--- src/rtl/lap_stop_watch.sv ---
// lap_stop_watch: seconds stopwatch with mode and lap push-buttons.
//
// Mode button cycles IDLE -> CLEAR -> RUNNING -> IDLE. While RUNNING a
// prescaler divides clk by TICKS_PER_SEC and time_o counts seconds. Lap
// presses while RUNNING push time_o into a small FIFO that a consumer
// drains with lap_rd_i.
//
// Ports:
//   clk          system clock, rising edge
//   rst_i        asynchronous active-high reset
//   button_i     raw mode button (asynchronous)
//   lap_i        raw lap button (asynchronous)
//   lap_rd_i     pop request, honoured only while lap_valid_o
//   mode_o       one-hot mode: IDLE=100, CLEAR=010, RUNNING=001
//   time_o       elapsed seconds
//   lap_valid_o  FIFO non-empty
//   lap_time_o   FIFO head entry, 0 when empty
//   lap_count_o  number of entries held
//   lap_ovf_o    sticky: a lap was dropped on a full FIFO
//
// Build option: define LAP_STOP_WATCH_SAT_EN to make time_o saturate at
// its maximum instead of wrapping to 0.

module lap_stop_watch #(
  parameter int TICKS_PER_SEC = 100,
  parameter int TIME_W        = 5,
  parameter int LAP_DEPTH     = 4
) (
  input  logic                           clk,
  input  logic                           rst_i,
  input  logic                           button_i,
  input  logic                           lap_i,
  input  logic                           lap_rd_i,
  output logic [2:0]                     mode_o,
  output logic [TIME_W-1:0]              time_o,
  output logic                           lap_valid_o,
  output logic [TIME_W-1:0]              lap_time_o,
  output logic [$clog2(LAP_DEPTH+1)-1:0] lap_count_o,
  output logic                           lap_ovf_o
);

  localparam int PRE_W  = $clog2(TICKS_PER_SEC);
  localparam int ADDR_W = $clog2(LAP_DEPTH);
  localparam int CNT_W  = $clog2(LAP_DEPTH+1);

  typedef enum logic [2:0] {
    IDLE    = 3'b100,
    CLEAR   = 3'b010,
    RUNNING = 3'b001
  } state_t;

  // ---------------- button conditioning ----------------
  // Bit 0 = mode button, bit 1 = lap button.
  logic [1:0] raw_btn;
  logic [1:0] pulse;
  logic [2:0] settle_reg;

  assign raw_btn = {lap_i, button_i};

  genvar gi;
  generate
    for (gi = 0; gi < 2; gi++) begin : g_btn
      logic s1_reg, s2_reg, dly_reg;
      always_ff @(posedge clk or posedge rst_i) begin
        if (rst_i) begin
          s1_reg  <= 1'b0;
          s2_reg  <= 1'b0;
          dly_reg <= 1'b0;
        end else begin
          s1_reg  <= raw_btn[gi];
          s2_reg  <= s1_reg;
          dly_reg <= s2_reg;
        end
      end
      assign pulse[gi] = s2_reg & ~dly_reg;
    end
  endgenerate

  // The edge flops come out of reset at 0, so a button already held high
  // would look like a fresh rising edge once the pipeline fills. Pulses are
  // masked until the pipeline has been refilled from the live inputs.
  always_ff @(posedge clk or posedge rst_i) begin
    if (rst_i) settle_reg <= 3'b000;
    else       settle_reg <= {settle_reg[1:0], 1'b1};
  end

  logic mode_pulse, lap_pulse;
  assign mode_pulse = pulse[0] & settle_reg[2];
  assign lap_pulse  = pulse[1] & settle_reg[2];

  // ---------------- mode FSM ----------------
  state_t state_reg, state_next;

  always_ff @(posedge clk or posedge rst_i) begin
    if (rst_i) state_reg <= IDLE;
    else       state_reg <= state_next;
  end

  always_comb begin
    state_next = state_reg;
    case (state_reg)
      IDLE:    if (mode_pulse) state_next = CLEAR;
      CLEAR:   if (mode_pulse) state_next = RUNNING;
      RUNNING: if (mode_pulse) state_next = IDLE;
      default: state_next = IDLE;
    endcase
  end

  assign mode_o = state_reg;

  // ---------------- timer ----------------
  logic [PRE_W-1:0]  presc_reg;
  logic [TIME_W-1:0] time_reg;

  always_ff @(posedge clk or posedge rst_i) begin
    if (rst_i) begin
      presc_reg <= '0;
      time_reg  <= '0;
    end else begin
      case (state_reg)
        CLEAR: begin
          presc_reg <= '0;
          time_reg  <= '0;
        end
        RUNNING: begin
          if (presc_reg == PRE_W'(TICKS_PER_SEC-1)) begin
            presc_reg <= '0;
`ifdef LAP_STOP_WATCH_SAT_EN
            if (time_reg != '1) time_reg <= time_reg + TIME_W'(1);
`else
            time_reg <= time_reg + TIME_W'(1);
`endif
          end else begin
            presc_reg <= presc_reg + PRE_W'(1);
          end
        end
        default: ;  // IDLE: frozen
      endcase
    end
  end

  assign time_o = time_reg;

  // ---------------- lap FIFO ----------------
  logic [TIME_W-1:0] lap_mem [LAP_DEPTH];
  logic [ADDR_W:0]   wr_ptr_reg, rd_ptr_reg, fill;
  logic              ovf_reg, empty, full, push, pop, wr_en;

  assign fill  = wr_ptr_reg - rd_ptr_reg;
  assign empty = (fill == '0);
  assign full  = (fill == (ADDR_W+1)'(LAP_DEPTH));
  // The lap sees time_reg before any increment on the same edge.
  assign push  = lap_pulse && (state_reg == RUNNING);
  assign pop   = lap_rd_i && !empty;
  // On a full FIFO a same-cycle pop frees the slot being written.
  assign wr_en = push && (!full || pop);

  always_ff @(posedge clk or posedge rst_i) begin
    if (rst_i) begin
      wr_ptr_reg <= '0;
      rd_ptr_reg <= '0;
      ovf_reg    <= 1'b0;
    end else if (state_reg == CLEAR) begin
      wr_ptr_reg <= '0;
      rd_ptr_reg <= '0;
      ovf_reg    <= 1'b0;
    end else begin
      if (wr_en) wr_ptr_reg <= wr_ptr_reg + (ADDR_W+1)'(1);
      if (pop)   rd_ptr_reg <= rd_ptr_reg + (ADDR_W+1)'(1);
      if (push && full && !pop) ovf_reg <= 1'b1;
    end
  end

  // Storage needs no reset: the head is masked while the FIFO is empty.
  always_ff @(posedge clk) begin
    if (wr_en) lap_mem[wr_ptr_reg[ADDR_W-1:0]] <= time_reg;
  end

  assign lap_valid_o = !empty;
  assign lap_time_o  = empty ? '0 : lap_mem[rd_ptr_reg[ADDR_W-1:0]];
  assign lap_count_o = CNT_W'(fill);
  assign lap_ovf_o   = ovf_reg;

endmodule

--- config.mk ---
export PLATFORM = sky130hd
export DESIGN_NAME = lap_stop_watch
export DESIGN_NICKNAME = d
export VERILOG_FILES = /design/src/rtl/lap_stop_watch.sv
export SDC_FILE = /design/constraint.sdc
export NUM_CORES = 1
export LEC_CHECK = 0
export ABC_AREA = 1
export CORE_MARGIN = 4
export CORE_UTILIZATION = 30
export CTS_BUF_LIST = sky130_fd_sc_hd__clkbuf_2
export DETAILED_ROUTE_END_ITERATION = 8
export PLACE_DENSITY = 0.47
export SYNTH_ARGS = -nofsm -noshare
export SYNTH_HDL_FRONTEND = slang
export SYNTH_SLANG_ARGS = --single-unit
--- constraint.sdc ---
create_clock -name clk -period 3.09 [get_ports clk]
set_input_delay 0.618 -clock clk [delete_from_list [all_inputs] [get_ports clk]]
set_output_delay 0.618 -clock clk [all_outputs]
set_load 0.03 [all_outputs]
==> impl_metrics.yaml, run 1 <==
timing:
  final.setup.worst_slack_ps: 165
  finClkSkew_ps: 14.0
  worstMarginPinSlew_ps: 582
  hold_ws_ps: 381
  relSlewSlack_pct: 61.1
  hold_viol: 0
  period_needed_ps: 2920
  setup_tns_ps: 0
  drv_slew: 0
  rsz0062_at_grt: "no"
  period_share_pct: 94.6
  max_freq_ghz: 0.342
  setup_viol: 0
setup_path:
  end_kind: "output pin"
  start_kind: "flip-flop"
  arrival_ps: 2310
  crit_path_cell_trace: "inv_1 -> ha_1 -> fa_1 -> inv_1 -> clkdlybuf4s50_1"
  worstPathMaxFanout: 4
  crit_type: "flip-flop to output pin"
  slowest_delay_ps: 660
  cp_common_cell: "inv_1"
  cp_slowest_cell: "clkdlybuf4s50_1"
  worstPathRequired_ps: 2470
route:
  drc: 0
  vias: 1702
  viasPerCell: 4.48
  drt_pass1_iterations: 4
  post_drt_wl_per_cell_um: 12.0
  drt_wl_total_um: 4560
  antenna_left: 0
  drt_iter0_drc: 102
power_and_ir_drop:
  vdd_drop_max_mv: 0.194
  p_leak_nw: 1.29
  p_per_area_nw_per_um2: 688
placement:
  dp_slack_ps: 207
  dpl_cell_area_um2: 2750
  dp_cells: 370
  dpl.hpwl_um: 3200
  gp_congestion: 0.728
  numPortBuffers: 22
synthesis:
  syn-num-nets: 261
  yosys.area_share.simple_pct: 22.5
  synth.lib_cells_used.distinct: 29
  syn_inst: 247
  avgSynthCellArea_um2: 9.70
  synth_seq_area_share_pct: 57.5
  synth_compound_area_share_pct: 6.48
  synth_seq_cells: 51
  synthXorXnorAreaFrac_pct: 2.56
  ys_warn_count: 0
  synth_fa_ha_area_share_pct: 5.01
  synth_mux_area_share_pct: 0
  netlist_area_um2: 2400
  synth_top_family_by_area: "simple AND/OR/NAND/NOR gates"
layout:
  diodes: 0
  finalInstanceArea_um2: 2800
  largest_reg_flops: 20
  drive_gt1_share_pct: 11.9
  fillCellCount: 776
  final_nets: 291
  area_delta_synth_final_pct: 17.0
  fin_cells: 380
die:
  initial_core_util_pct: 31.0
  die_w_um: 97.4
  fp-row-count: 32
  die_h_um: 97.4
  core_um2: 7730
  dieArea_um2: 9480
  ios: 23
grt:
  grt_max_degree: 32
  grt_remaining_overflow: 0
  grt_use_total_pct: 10.3
  grt_pass1_wl_um: 8060
  grt_pass1_vias: 1693
  antenna_found_initial: 0
clock_tree:
  root_buffer: "clkbuf_2"
  cts.sinks: 51
  path_clk_slew_ps: 240
  cts_tree: "done"
  hold_buffers: 0
  numCtsBuffers: 5
  clk_latency_ps: 420
  cts_buffer_depth: 2
  htree_levels: 2
outcome:
  status: "finished, final reports clean"
job:
  maxCapViolations: 0
worst_hold_path:
  hp-class: "flip-flop to flip-flop"
## logic make-up (layout without fill, tap and decap cells)
family / Yosys count / count (layout)
AOI/OAI and AO/OA: 30 / 30
other: 1 / 1
DFF: 51 / 51
adders and majority gates: 9 / 9
and+or+nand+nor: 114 / 114
buffers and inverters: 35 / 66
xor gates and xnor gates: 7 / 7
## layout make-up
type / instances / area (um2) / share of cell area [%]
clock buffers: 5 / 25.0 / 0.893
flip-flops and latches: 51 / 1380 / 49.2
clock inverters: 3 / 42.5 / 1.52
repair buffers: 27 / 231 / 8.26
well taps: 102 / 128 / 4.55
inverters: 31 / 119 / 4.24
multi-input cells: 161 / 880 / 31.4
## worst max-delay path, delay by kind of cell, from the launching register on
family                     cells  cell delay, ps
adders and majority gates      2             600
DFF                            1             430
buffers and inverters          3             860
## cells in the final DEF, fill, tap and decap left out, types with 6 or more instances in the layout
cell type,netlist,final
clkbuf_2,0,9
clkdlybuf4s50_1,0,15
dfrtp_1,30,30
edfxtp_1,20,20
ha_1,8,8
inv_1,28,28
nand2_1,47,47
nand3_1,21,21
nand4_1,6,6
nor2_1,26,26
o21ai_0,22,22
xor2_1,6,6
## stage by stage
stage               power [mW]  utilization, %
floorplan                 1.36               -
global placement          1.66            35.5
detailed placement        1.66            35.5
CTS                       1.97            36.4
global route              2.09            36.3
finish                    1.93            36.3
## power breakdown
| part | internal [mW] | switching (mW) | total, mW | leakage [nW] |
|---|---|---|---|---|
| Clock | 0.138 | 0.211 | 0.348 | 0.0410 |
| Combinational | 0.273 | 0.538 | 0.812 | 0.642 |
| Sequential | 0.737 | 0.0332 | 0.770 | 0.610 |
| Total | 1.15 | 0.782 | 1.93 | 1.29 |
## cells in the mapped netlist
cell / instances / area (um2)
nand2_4: 3 / 33.8
a21oi_1: 5 / 25.0
nand4_1: 6 / 37.5
nor2_2: 1 / 6.26
nand3_4: 1 / 17.5
buf_2: 4 / 20.0
xnor2_1: 1 / 8.76
nand3_2: 1 / 10.0
a22oi_1: 1 / 7.51
o21ai_1: 1 / 5.00
fa_1: 1 / 20.0
nand2_2: 5 / 31.3
ha_1: 8 / 100
nand3_1: 21 / 105
edfxtp_1: 20 / 601
nor3_1: 1 / 5.00
inv_1: 28 / 105
a21boi_1: 1 / 7.51
nand3b_1: 1 / 7.51
inv_2: 2 / 7.51
dfrtp_1: 30 / 751
conb_1: 1 / 3.75
xor2_1: 6 / 52.6
nand2_1: 47 / 176
inv_4: 1 / 6.26
nor2_1: 26 / 97.6
dfstp_2: 1 / 26.3
nor2_4: 1 / 11.3
o21ai_0: 22 / 110
## path summary, 6_finish.rpt
path                          startpoint        endpoint  slack, ps  depth (start not counted)
min in group asynchronous          rst_i       mode_o[0]        530                          3
max in group asynchronous          rst_i       mode_o[2]       2230                          3
setup / recovery           wr_ptr_reg[0]  lap_count_o[1]        170                          5
setup reg to reg           wr_ptr_reg[0]   lap_mem[2][0]        720                         10
hold / removal             settle_reg[0]   settle_reg[1]        380                          0
hold reg to reg            settle_reg[0]   settle_reg[1]        380                          0
## repair_timing
action                                 CTS  global route
setup endpoints to repair                7             6
endpoints found under the hold margin    0             0
buffers inserted                         1             1
resized for setup                       10            10
pin swaps                                0             1
## routing by layer
layer	global-route usage, %	routed length, um	vias up
met1	13.7	2290	803
met2	17.0	2080	24
met4	1.92	29	0
met5	0	0	-
met3	2.80	153	5
li1	-	-	870
No activity file was read; power rests on OpenSTA's default activity.
==> inputs of run 2 (changes only) <==
Settings changed: ABC_AREA 1 to not set, CTS_CLUSTER_SIZE set to 40, HOLD_SLACK_MARGIN set to 0.02.
==> impl_metrics.yaml, run 2 <==
placement:
  dp_slack_ps: 175
  numPortBuffers: 22
  gp_congestion: 0.737
  dpl.hpwl_um: 3210
worst_hold_path:
  hold_path_startpoint: "g_btn[1].s1_reg"
  min_path_cells: 0
  hp-class: "flip-flop to flip-flop"
  hold_end: "g_btn[1].s2_reg"
power_and_ir_drop:
  p_leak_nw: 1.06
  vdd_drop_max_mv: 0.242
  total_power_mw: 1.90
  p_per_area_nw_per_um2: 687
layout:
  fillCellCount: 732
  diodes: 0
  area_delta_synth_final_pct: 18.6
  drive_gt1_share_pct: 20.4
  layout_commonest_cell: "dfrtp_1"
  final_cell_mix: "dfrtp_1 (30), edfxtp_1 (20), clkdlybuf4s50_1 (15)"
  fin_util_pct: 37.4
  largest_reg_flops: 20
  final_nets: 234
synthesis:
  avgSynthCellArea_um2: 12.6
  synth_top_cells_by_count: "dfrtp_1 (30), edfxtp_1 (20), nand2_1 (15)"
  synth_top_cell_by_area: "dfrtp_1"
  synth_seq_area_share_pct: 59.0
  synth.lib_cells_used.distinct: 45
  syn-num-nets: 200
  synth_edf_count: 20
  yosys-top-cells-area: "dfrtp_1 (32%), edfxtp_1 (26%), mux4_2 (4.8%), ha_1 (4.3%), o21ai_0 (2.8%)"
  yosysMostFrequentCell: "dfrtp_1"
  yosys.area.top_type_share_pct: 32.2
  async_flop_share_pct: 60.8
  ys_warn_count: 0
  netlist_area_um2: 2330
  syn_inst: 186
  synth_seq_cells: 51
  synth_flop_cell: "dfrtp_1"
die:
  fp-row-count: 31
  die_w_um: 96.2
  initial_core_util_pct: 31.5
  ios: 23
  core_um2: 7410
  dieArea_um2: 9260
  die_h_um: 96.2
grt:
  grt_max_degree: 18
  grt_remaining_overflow: 0
  grt_pass1_vias: 1552
  grt_pass1_wl_um: 7840
  antenna_found_initial: 0
  grt_use_total_pct: 11.0
timing:
  period_needed_ps: 2950
  final.setup.worst_slack_ps: 137
  drv_slew: 0
  max_freq_ghz: 0.339
  hold_ws_ps: 384
  setup_tns_ps: 0
  hold_viol: 0
  setup_viol: 0
  period_share_pct: 95.6
  relSlewSlack_pct: 57.9
  finClkSkew_ps: 11.4
  worstMarginPinSlew_ps: 631
clock_tree:
  clk_latency_ps: 410
  htree_levels: 2
  root_buffer: "clkbuf_2"
  cts.sinks: 51
  cts_buffer_depth: 2
  cts_tree: "done"
  path_clk_slew_ps: 250
  numCtsBuffers: 5
route:
  drc: 0
  viasPerCell: 4.63
  vias: 1481
  drt_wl_total_um: 4490
  post_drt_wl_per_cell_um: 14.0
  antenna_left: 0
  drt_pass1_iterations: 4
  drt_iter0_drc: 55
setup_path:
  crit_type: "flip-flop to output pin"
  r2r_slack_ps: 480
  cp_slowest_cell: "dfrtp_1"
  arrival_ps: 2340
  timing.rr.end: "lap_mem[0][2]"
  worstPathMaxFanout: 3
  cp_top_family: "buffers and inverters"
  crit_buf_inv: 3
  end_kind: "output pin"
  r2r_start: "wr_ptr_reg[0]"
  worstPathRequired_ps: 2470
  start_kind: "flip-flop"
  r2r_cells: 8
  crit_path_cell_trace: "inv_2 -> ha_4 -> fa_2 -> xor3_2 -> buf_4 -> clkdlybuf4s15_1"
  slowest_delay_ps: 420
job:
  maxCapViolations: 0
outcome:
  status: "finished, final reports clean"
run 2: what timing repair did:
item,CTS,global route
pin swaps,0,2
resized for setup,19,27
setup endpoints to repair,7,7
buffers inserted,0,3
hold buffers,0,0
run 2: area by class of cell:
type                            count  area, um2  area share, %
Sequential cell                    51       1380           49.7
Multi-Input combinational cell    122        927           33.5
Timing Repair Buffer               31        265           9.58
Tap cell                           99        124           4.47
Inverter                            9       33.8           1.22
Clock buffer                        6       30.0           1.08
Clock inverter                      2       12.5          0.452
run 2: through the flow:
stage	instance area, um2	instances
2_1_floorplan	2330	186
3_3_place_gp	2710	309
3_5_place_dp	2710	309
4_1_cts	2750	317
5_1_grt	2770	320
6_report	2770	320
run 2: how the worst max path moves through the flow:
stage	from	end	slack (ps)	cells past startpoint
after floorplan	wr_ptr_reg[0]	lap_time_o[0]	450	6
after global routing	wr_ptr_reg[0]	lap_time_o[4]	-5	8
after CTS	wr_ptr_reg[0]	lap_time_o[2]	10	8
after global placement	wr_ptr_reg[0]	lap_time_o[3]	230	8
after detailed placement	wr_ptr_reg[0]	lap_time_o[2]	180	8
final	wr_ptr_reg[0]	lap_count_o[2]	140	6
run 2: power by group:
group	total (mW)	switching, mW	internal [mW]
Sequential	0.771	0.0352	0.736
Clock	0.266	0.208	0.0577
Combinational	0.867	0.477	0.390
run 2: cell families (layout without fill, tap and decap cells):
kind of cell | Yosys count | after routing | share of synthesized area (%)
AO/OA/AOI/OAI | 29 | 29 | 7.29
AND/OR/NAND/NOR | 68 | 68 | 16.6
adder cells (fa/ha/maj) | 9 | 9 | 5.14
other | 1 | 1 | 0.161
buffers and inverters | 13 | 48 | 2.25
multiplexers | 7 | 7 | 5.89
flip-flops | 51 | 51 | 59.0
XOR/XNOR | 8 | 8 | 3.70
run 2: per-layer routing:
metal  wire, um  GRT usage (%)  share of wire [%]
met2       2130           17.7                 47
met4         21           2.84               0.47
met3        198           2.58                4.4
met5          0              0                  0
met1       2140           14.9                 48
==> inputs of run 3 (changes only) <==
Settings changed: CTS_CLUSTER_SIZE 40 to 14, PLACE_DENSITY 0.47 to 0.48.
==> impl_metrics.yaml, run 3 (synthesis results as in run 2) <==
timing:
  finClkSkew_ps: 12.0
  period_share_pct: 94.5
  setup_viol: 0
  setup_tns_ps: 0
  rsz0062_at_grt: "no"
  relSlewSlack_pct: 48.3
  worstMarginPinSlew_ps: 771
  drv_slew: 0
  hold_viol: 0
  max_freq_ghz: 0.343
  period_needed_ps: 2920
  final.setup.worst_slack_ps: 171
die:
  die_h_um: 96.2
  dieArea_um2: 9260
  die_w_um: 96.2
  fp-row-count: 31
  ios: 23
  initial_core_util_pct: 31.5
  core_um2: 7410
setup_path:
  crit_path_cell_trace: "inv_1 -> ha_1 -> fa_2 -> nand2_4 -> nor2_4 -> buf_4 -> nor2b_1 -> clkbuf_2"
  worstPathRequired_ps: 2470
  r2r_cells: 7
  worstPathMaxFanout: 5
  arrival_ps: 2300
  end_kind: "output pin"
  cp_slowest_cell: "fa_2"
  start_kind: "flip-flop"
  r2r_slack_ps: 700
  slowest_delay_ps: 580
  crit_type: "flip-flop to output pin"
layout:
  fillCellCount: 740
  layout_commonest_cell: "dfrtp_1"
  seq_area_um2: 1380
  final_nets: 230
  multi_input_area_um2: 922
  drive_gt1_share_pct: 16.6
  largest_reg_flops: 20
  final_cell_mix: "dfrtp_1 (30), edfxtp_1 (20), nand2_1 (14), clkdlybuf4s50_1 (14), o21ai_0 (13)"
  area_delta_synth_final_pct: 17.0
  diodes: 0
clock_tree:
  numCtsBuffers: 5
  root_buffer: "clkbuf_2"
  cts_tree: "done"
  clk_latency_ps: 420
  hold_buffers: 0
  cts_buffer_depth: 2
  cts.sinks: 51
  path_clk_slew_ps: 260
  htree_levels: 2
placement:
  dp_slack_ps: 82.2
  numPortBuffers: 22
  dpl.hpwl_um: 3080
  gp_congestion: 0.691
route:
  drt_pass1_iterations: 4
  drt_iter0_drc: 52
  drc: 0
  viasPerCell: 4.71
  post_drt_wl_per_cell_um: 13.5
  antenna_left: 0
  vias: 1487
  drt_wl_total_um: 4260
power_and_ir_drop:
  p_leak_nw: 1.05
  vdd_drop_max_mv: 0.194
  p_per_area_nw_per_um2: 675
job:
  maxCapViolations: 0
worst_hold_path:
  hp-class: "flip-flop to flip-flop"
  min_path_cells: 0
grt:
  grt_remaining_overflow: 0
  grt_pass1_wl_um: 7220
  grt_max_degree: 19
  grt_use_total_pct: 10.3
  grt_pass1_vias: 1429
  antenna_found_initial: 0
outcome:
  status: "finished, final reports clean"
==> run 3: per-stage QoR <==
stage | hold WS, ps | std cells | cell area, um2 | total power [mW] | utilization (%)
2_1_floorplan | 331 | 186 | 2330 | 1.33 | -
3_3_place_gp | 332 | 307 | 2690 | 1.62 | 36.3
3_5_place_dp | 335 | 307 | 2690 | 1.62 | 36.3
4_1_cts | 390 | 315 | 2740 | 1.86 | 36.9
5_1_grt | 401 | 316 | 2730 | 1.97 | 36.9
6_report | 382 | 316 | 2730 | 1.84 | 36.9
==> run 3: power by group <==
part / internal (mW) / leakage (nW) / switching (mW)
Combinational: 0.327 / 0.468 / 0.485
Sequential: 0.736 / 0.559 / 0.0295
Clock: 0.0547 / 0.0266 / 0.212
==> run 3: what timing repair did <==
| action | CTS | global route |
|---|---|---|
| pin swaps | 1 | 0 |
| gates resized for setup | 10 | 16 |
| setup buffers | 0 | 1 |
| endpoints found under the setup margin | 7 | 7 |
==> run 3: layout make-up <==
type	count	area share, %
Sequential cell	51	50.4
Clock buffer	5	0.916
Multi-Input combinational cell	122	33.8
Timing Repair Buffer	27	8.38
Tap cell	99	4.54
Inverter	9	1.24
Clock inverter	3	0.733
==> run 3: final timing paths <==
path | from | end
worst min register to register | g_btn[1].s1_reg | g_btn[1].s2_reg
max in group asynchronous | rst_i | mode_o[2]
worst min-delay path | g_btn[1].s1_reg | g_btn[1].s2_reg
worst max register to register | wr_ptr_reg[0] | lap_mem[0][2]
worst max-delay path | wr_ptr_reg[0] | lap_time_o[1]
min in group asynchronous | rst_i | rd_ptr_reg[2]
==> run 3: metal layers <==
metal	global-route usage [%]	vias up	wire length [um]
met5	0	-	0
met4	2.84	0	31
met3	2.42	5	184
met2	16.0	27	2000
met1	14.3	724	2040
li1	-	731	-
==> run 3: critical path: cells and delay by family (launching register included) <==
kind                     cells  cell delay (ps)
adder cells (fa/ha/maj)      2              800
flip-flops                   1              410
buffers and inverters        3              380
AND/OR/NAND/NOR              3              290
==> RTL change 1, RTL diff (settings of run 3) <==
The parameter `TICKS_PER_SEC` goes from 100 to 150.
--- a/src/rtl/lap_stop_watch.sv
+++ b/src/rtl/lap_stop_watch.sv
@@ -22,7 +22,7 @@
 // its maximum instead of wrapping to 0.
 
 module lap_stop_watch #(
-  parameter int TICKS_PER_SEC = 100,
+  parameter int TICKS_PER_SEC = 150,
   parameter int TIME_W        = 5,
   parameter int LAP_DEPTH     = 4
 ) (
Check against the original RTL: no difference found for any inputs over 10 cycles, from zero or initial values and one cycle with rst_i high; that may be too few to reach the edited logic, so the function may still have changed.
==> RTL change 1 against run 3 <==
Wire length is 2.1% higher. Global-route usage is 0.27 points higher. Power up 0.52%. Via count is 4.4% lower. Sequential share of layout area up 0.78 points. Synthesized cell count fell by 3.8%. Cell count down 1.3%. Sequential cell count increased by 1. First-iteration DRC count grew 9.6%. Non-clock buffer count up 2. Cell area is 0.27% higher. Combinational power down 2%. Worst setup slack got worse by 0.019 ns. Area after synthesis is 0.27% higher.
==> RTL change 1: results (changes against run 3) <==
SYNTH_TOP_CELLS_BY_COUNT='sky130_fd_sc_hd__dfrtp_1 (31), sky130_fd_sc_hd__edfxtp_1 (20), sky130_fd_sc_hd__nor2_1 (16), sky130_fd_sc_hd__nand2_1 (10)'
YOSYS.AREA_SHARE.XOR_XNOR=0.0481  # +0.0111
POWER.IR.VDD_WORST_uV=212  # +9.1%
SHARE_OF_THE_SYNTHESIZED_AREA_IN_COMPOUND_GATES_AO_OA_AOI_OAI=0.0577  # -0.0152
SWITCHING_POWER_mW=0.726  # about the same
DETAIL_ROUTE.WIRELENGTH_MM=4.34  # +2.1%
MIN-DELAY-START='settle_reg[1]'
SYNTH.TOP_CELLS.BY_AREA='sky130_fd_sc_hd__dfrtp_1 (33%), sky130_fd_sc_hd__edfxtp_1 (26%), sky130_fd_sc_hd__ha_1 (4.8%), sky130_fd_sc_hd__mux4_2 (4.8%), sky130_fd_sc_hd__xnor2_1 (3.0%)'
RESIZED_GATES_AFTER_CTS=18  # +8
POST_DRT_VIA_CELL_RATIO=4.56  # -3.1%
DETAILEDPLACEMENTHPWL_MM=3.03  # -1.5%
MULTI_INPUT_AREA_SHARE=0.327  # -0.0110
FIN_CRIT_SH=0.951  # +0.00627
SYN_AREA_PER_CELL_UM2=13.1  # +4.2%
DRT_ITER0_DRC=57  # +9.6%
R2R_PATH_END='lap_mem[0][1]'
PLACE.GP.CONGESTION=0.727  # +5.3%
CPMAXSTAGEDELAYCELL='sky130_fd_sc_hd__clkdlybuf4s50_1'
LAYOUT.NETS=227  # -1.3%
FIN_HOLD_WS_NS=0.385  # +0.00277 ns
GRT_START_MAX_NET_PINS=33  # +14
GROUTE.USAGE.OVERALL=0.106  # +0.00270
RESULT_OF_THE_RUN='finished, final reports clean'
CLOCK-SKEW-FINAL_NS=0.0142  # +0.00222 ns
POST_DP_CELL_AREA_MM2=0.00272  # +1.0%
NONCLOCKBUFFERCOUNT=29  # +7.4%
TIMING.CRITICAL_PATH.TO='lap_count_o[1]'
GRT_PASS1_WL_MM=7.46  # +3.3%
## RTL change 1: cell count changes in the layout (fill, tap and decap cells not counted), moves of 2 or more
cell	run 3	this run
sky130_fd_sc_hd__buf_4	5	7
sky130_fd_sc_hd__clkbuf_2	10	6
sky130_fd_sc_hd__nand2_1	14	10
sky130_fd_sc_hd__and2_1	3	1
sky130_fd_sc_hd__buf_2	1	5
sky130_fd_sc_hd__and2_2	0	3
sky130_fd_sc_hd__nand3b_1	1	3
sky130_fd_sc_hd__xnor2_1	4	8
sky130_fd_sc_hd__a32oi_1	2	0
sky130_fd_sc_hd__a21oi_1	8	4
sky130_fd_sc_hd__nor2_1	12	16
sky130_fd_sc_hd__o21ai_0	13	9
## RTL change 1: power by group through the flow
stage	sequential, mW	combinational (mW)	clock, mW
global route	0.785	0.858	0.328
CTS	0.778	0.840	0.296
detailed placement	0.791	0.867	0
global placement	0.792	0.864	0
floorplan	0.798	0.535	0
finish	0.777	0.795	0.282
==> RTL change 2, RTL diff (config.mk and constraints of run 3) <==
Without the edit above. Add an input register stage for `button_i`, `lap_i` and `lap_rd_i`, without a reset; this delays them by one clock.
--- a/src/rtl/lap_stop_watch.sv
+++ b/src/rtl/lap_stop_watch.sv
@@ -49,13 +49,23 @@
     RUNNING = 3'b001
   } state_t;
 
+  logic button_q;
+  logic lap_q;
+  logic lap_rd_q;
+
+  always_ff @(posedge clk) begin
+    button_q <= button_i;
+    lap_q    <= lap_i;
+    lap_rd_q <= lap_rd_i;
+  end
+
   // ---------------- button conditioning ----------------
   // Bit 0 = mode button, bit 1 = lap button.
   logic [1:0] raw_btn;
   logic [1:0] pulse;
   logic [2:0] settle_reg;
 
-  assign raw_btn = {lap_i, button_i};
+  assign raw_btn = {lap_q, button_q};
 
   genvar gi;
   generate
@@ -151,7 +161,7 @@
   assign full  = (fill == (ADDR_W+1)'(LAP_DEPTH));
   // The lap sees time_reg before any increment on the same edge.
   assign push  = lap_pulse && (state_reg == RUNNING);
-  assign pop   = lap_rd_i && !empty;
+  assign pop   = lap_rd_q && !empty;
   // On a full FIFO a same-cycle pop frees the slot being written.
   assign wr_en = push && (!full || pop);
 
Behaviour: not the same (Yosys sat finds a counterexample within 10 cycles, from zero or initial values and one cycle with rst_i high).
==> RTL change 2 against run 3 <==
Sequential cell count increased by 3. Global-route usage is 0.43 points lower. Count of clock-buffer cells in the layout unchanged. Clock skew up 0.014 ns. Via count fell by 0.13%. Power fell by 0.18%. Worst setup slack improved by 0.013 ns. Wire length increased by 0.45%. Cell area grew 3.0%. Synthesized cell count increased by 1.6%. Area after synthesis grew 2.7%. Cell count up 2.5%. Critical path type unchanged. Largest power group is now registers. Highest routed layer unchanged.
==> RTL change 2: results (changes against run 3) <==
RESULT_OF_THE_RUN='finished, final reports clean'
INV_COUNT=8  # -1
LAYOUT.NETS=235  # +2.2%
YOSYS.AREA_SHARE.ADDER=0.0501  # -0.00134
ROUTE.MET3.WL_UM=203  # +10%
FIN_CRIT_SH=0.940  # -0.00421
GRT_START_MAX_NET_PINS=22  # +3
CLOCK_TREE_AREA_FRACTION=0.0156  # -0.000929
SYN_AREA_PER_CELL_UM2=12.7  # +1.0%
MIN-DELAY-START='button_q'
SEQ_SHARE=0.511  # +0.00654
POWER.IR.VDD_WORST_uV=176  # -9.2%
MET3_TRACK_USAGE_GR=0.0287  # +0.00448
PLACED_CELL_COUNT=315  # +2.6%
PRE_CTS_WS_NS=0.127  # +0.0446 ns
FIN_HOLD_WS_NS=0.346  # -0.0364 ns
YS_TYPES=46  # +2.2%
GR_UTIL_MET1=0.130  # -0.0135
MULTI_INPUT_AREA_SHARE=0.326  # -0.0117
CLK_LATENCY_NS=0.46  # +0.04 ns
P_PER_AREA_mW_PER_MM2=654  # -3.1%
PLACE.GP.CONGESTION=0.700  # +1.4%
GROUTE.USAGE.OVERALL=0.0986  # -0.00425
DETAILROUTE.WIRELENGTH.MET2_MM=1.96  # -2.1%
NUM-FILL-CELLS=781  # +5.5%
POST_SYNTH_ARST_SHARE=0.574  # -0.0338
R2R_PATH_END='lap_mem[0][1]'
MAX-SLEW-MARGIN-REL=0.467  # -0.0159
ROUTE.LAYER.MET1.WL_MM=2.04  # +0.15%
ROUTED-VIA-COUNT=1485  # -0.13%
POST_DRT_VIA_CELL_RATIO=4.58  # -2.6%
POWER.LEAKAGE_nW=1.11  # +5.5%
CRIT_FANOUT=4  # -1
GROUTE.LAYER.MET2.USAGE=0.153  # -0.00646
AREA_SHARE_NONCLK_BUFFERS=0.0916  # +0.00777
MAPPEDNETLISTNETS=203  # +1.5%
FINAL_LAYOUT_SIZE_SUFFIX_GT1_FRAC=0.180  # +0.0143
YOSYS-MUX-AREA-FRACTION=0.0553  # -0.00363
SHARE_OF_THE_SYNTHESIZED_AREA_IN_COMPOUND_GATES_AO_OA_AOI_OAI=0.0814  # +0.00854
GRT_PASS1_WL_MM=7.56  # +4.7%
## RTL change 2: cell count changes after synthesis, moves of 2 or more
cell,run 3,this run
sky130_fd_sc_hd__and2_2,0,3
sky130_fd_sc_hd__nor3b_4,2,0
sky130_fd_sc_hd__nor3_1,4,7
sky130_fd_sc_hd__a21oi_1,8,4
sky130_fd_sc_hd__dfxtp_1,0,3
sky130_fd_sc_hd__o31ai_1,0,2
sky130_fd_sc_hd__inv_1,9,7
sky130_fd_sc_hd__and2_1,3,1
## RTL change 2: report_power, final
part	switching, mW	internal, mW	total [mW]	leakage [nW]
sequential	0.0217	0.770	0.792	0.613
combinational	0.444	0.314	0.758	0.465
clock	0.234	0.0567	0.291	0.0331
## RTL change 2: repair_timing
item / 4_1_cts / 5_1_grt
endpoints found under the setup margin: 7 / 8
pin swaps: 1 / 0
setup buffers: 1 / 0
gates resized for setup: 25 / 11
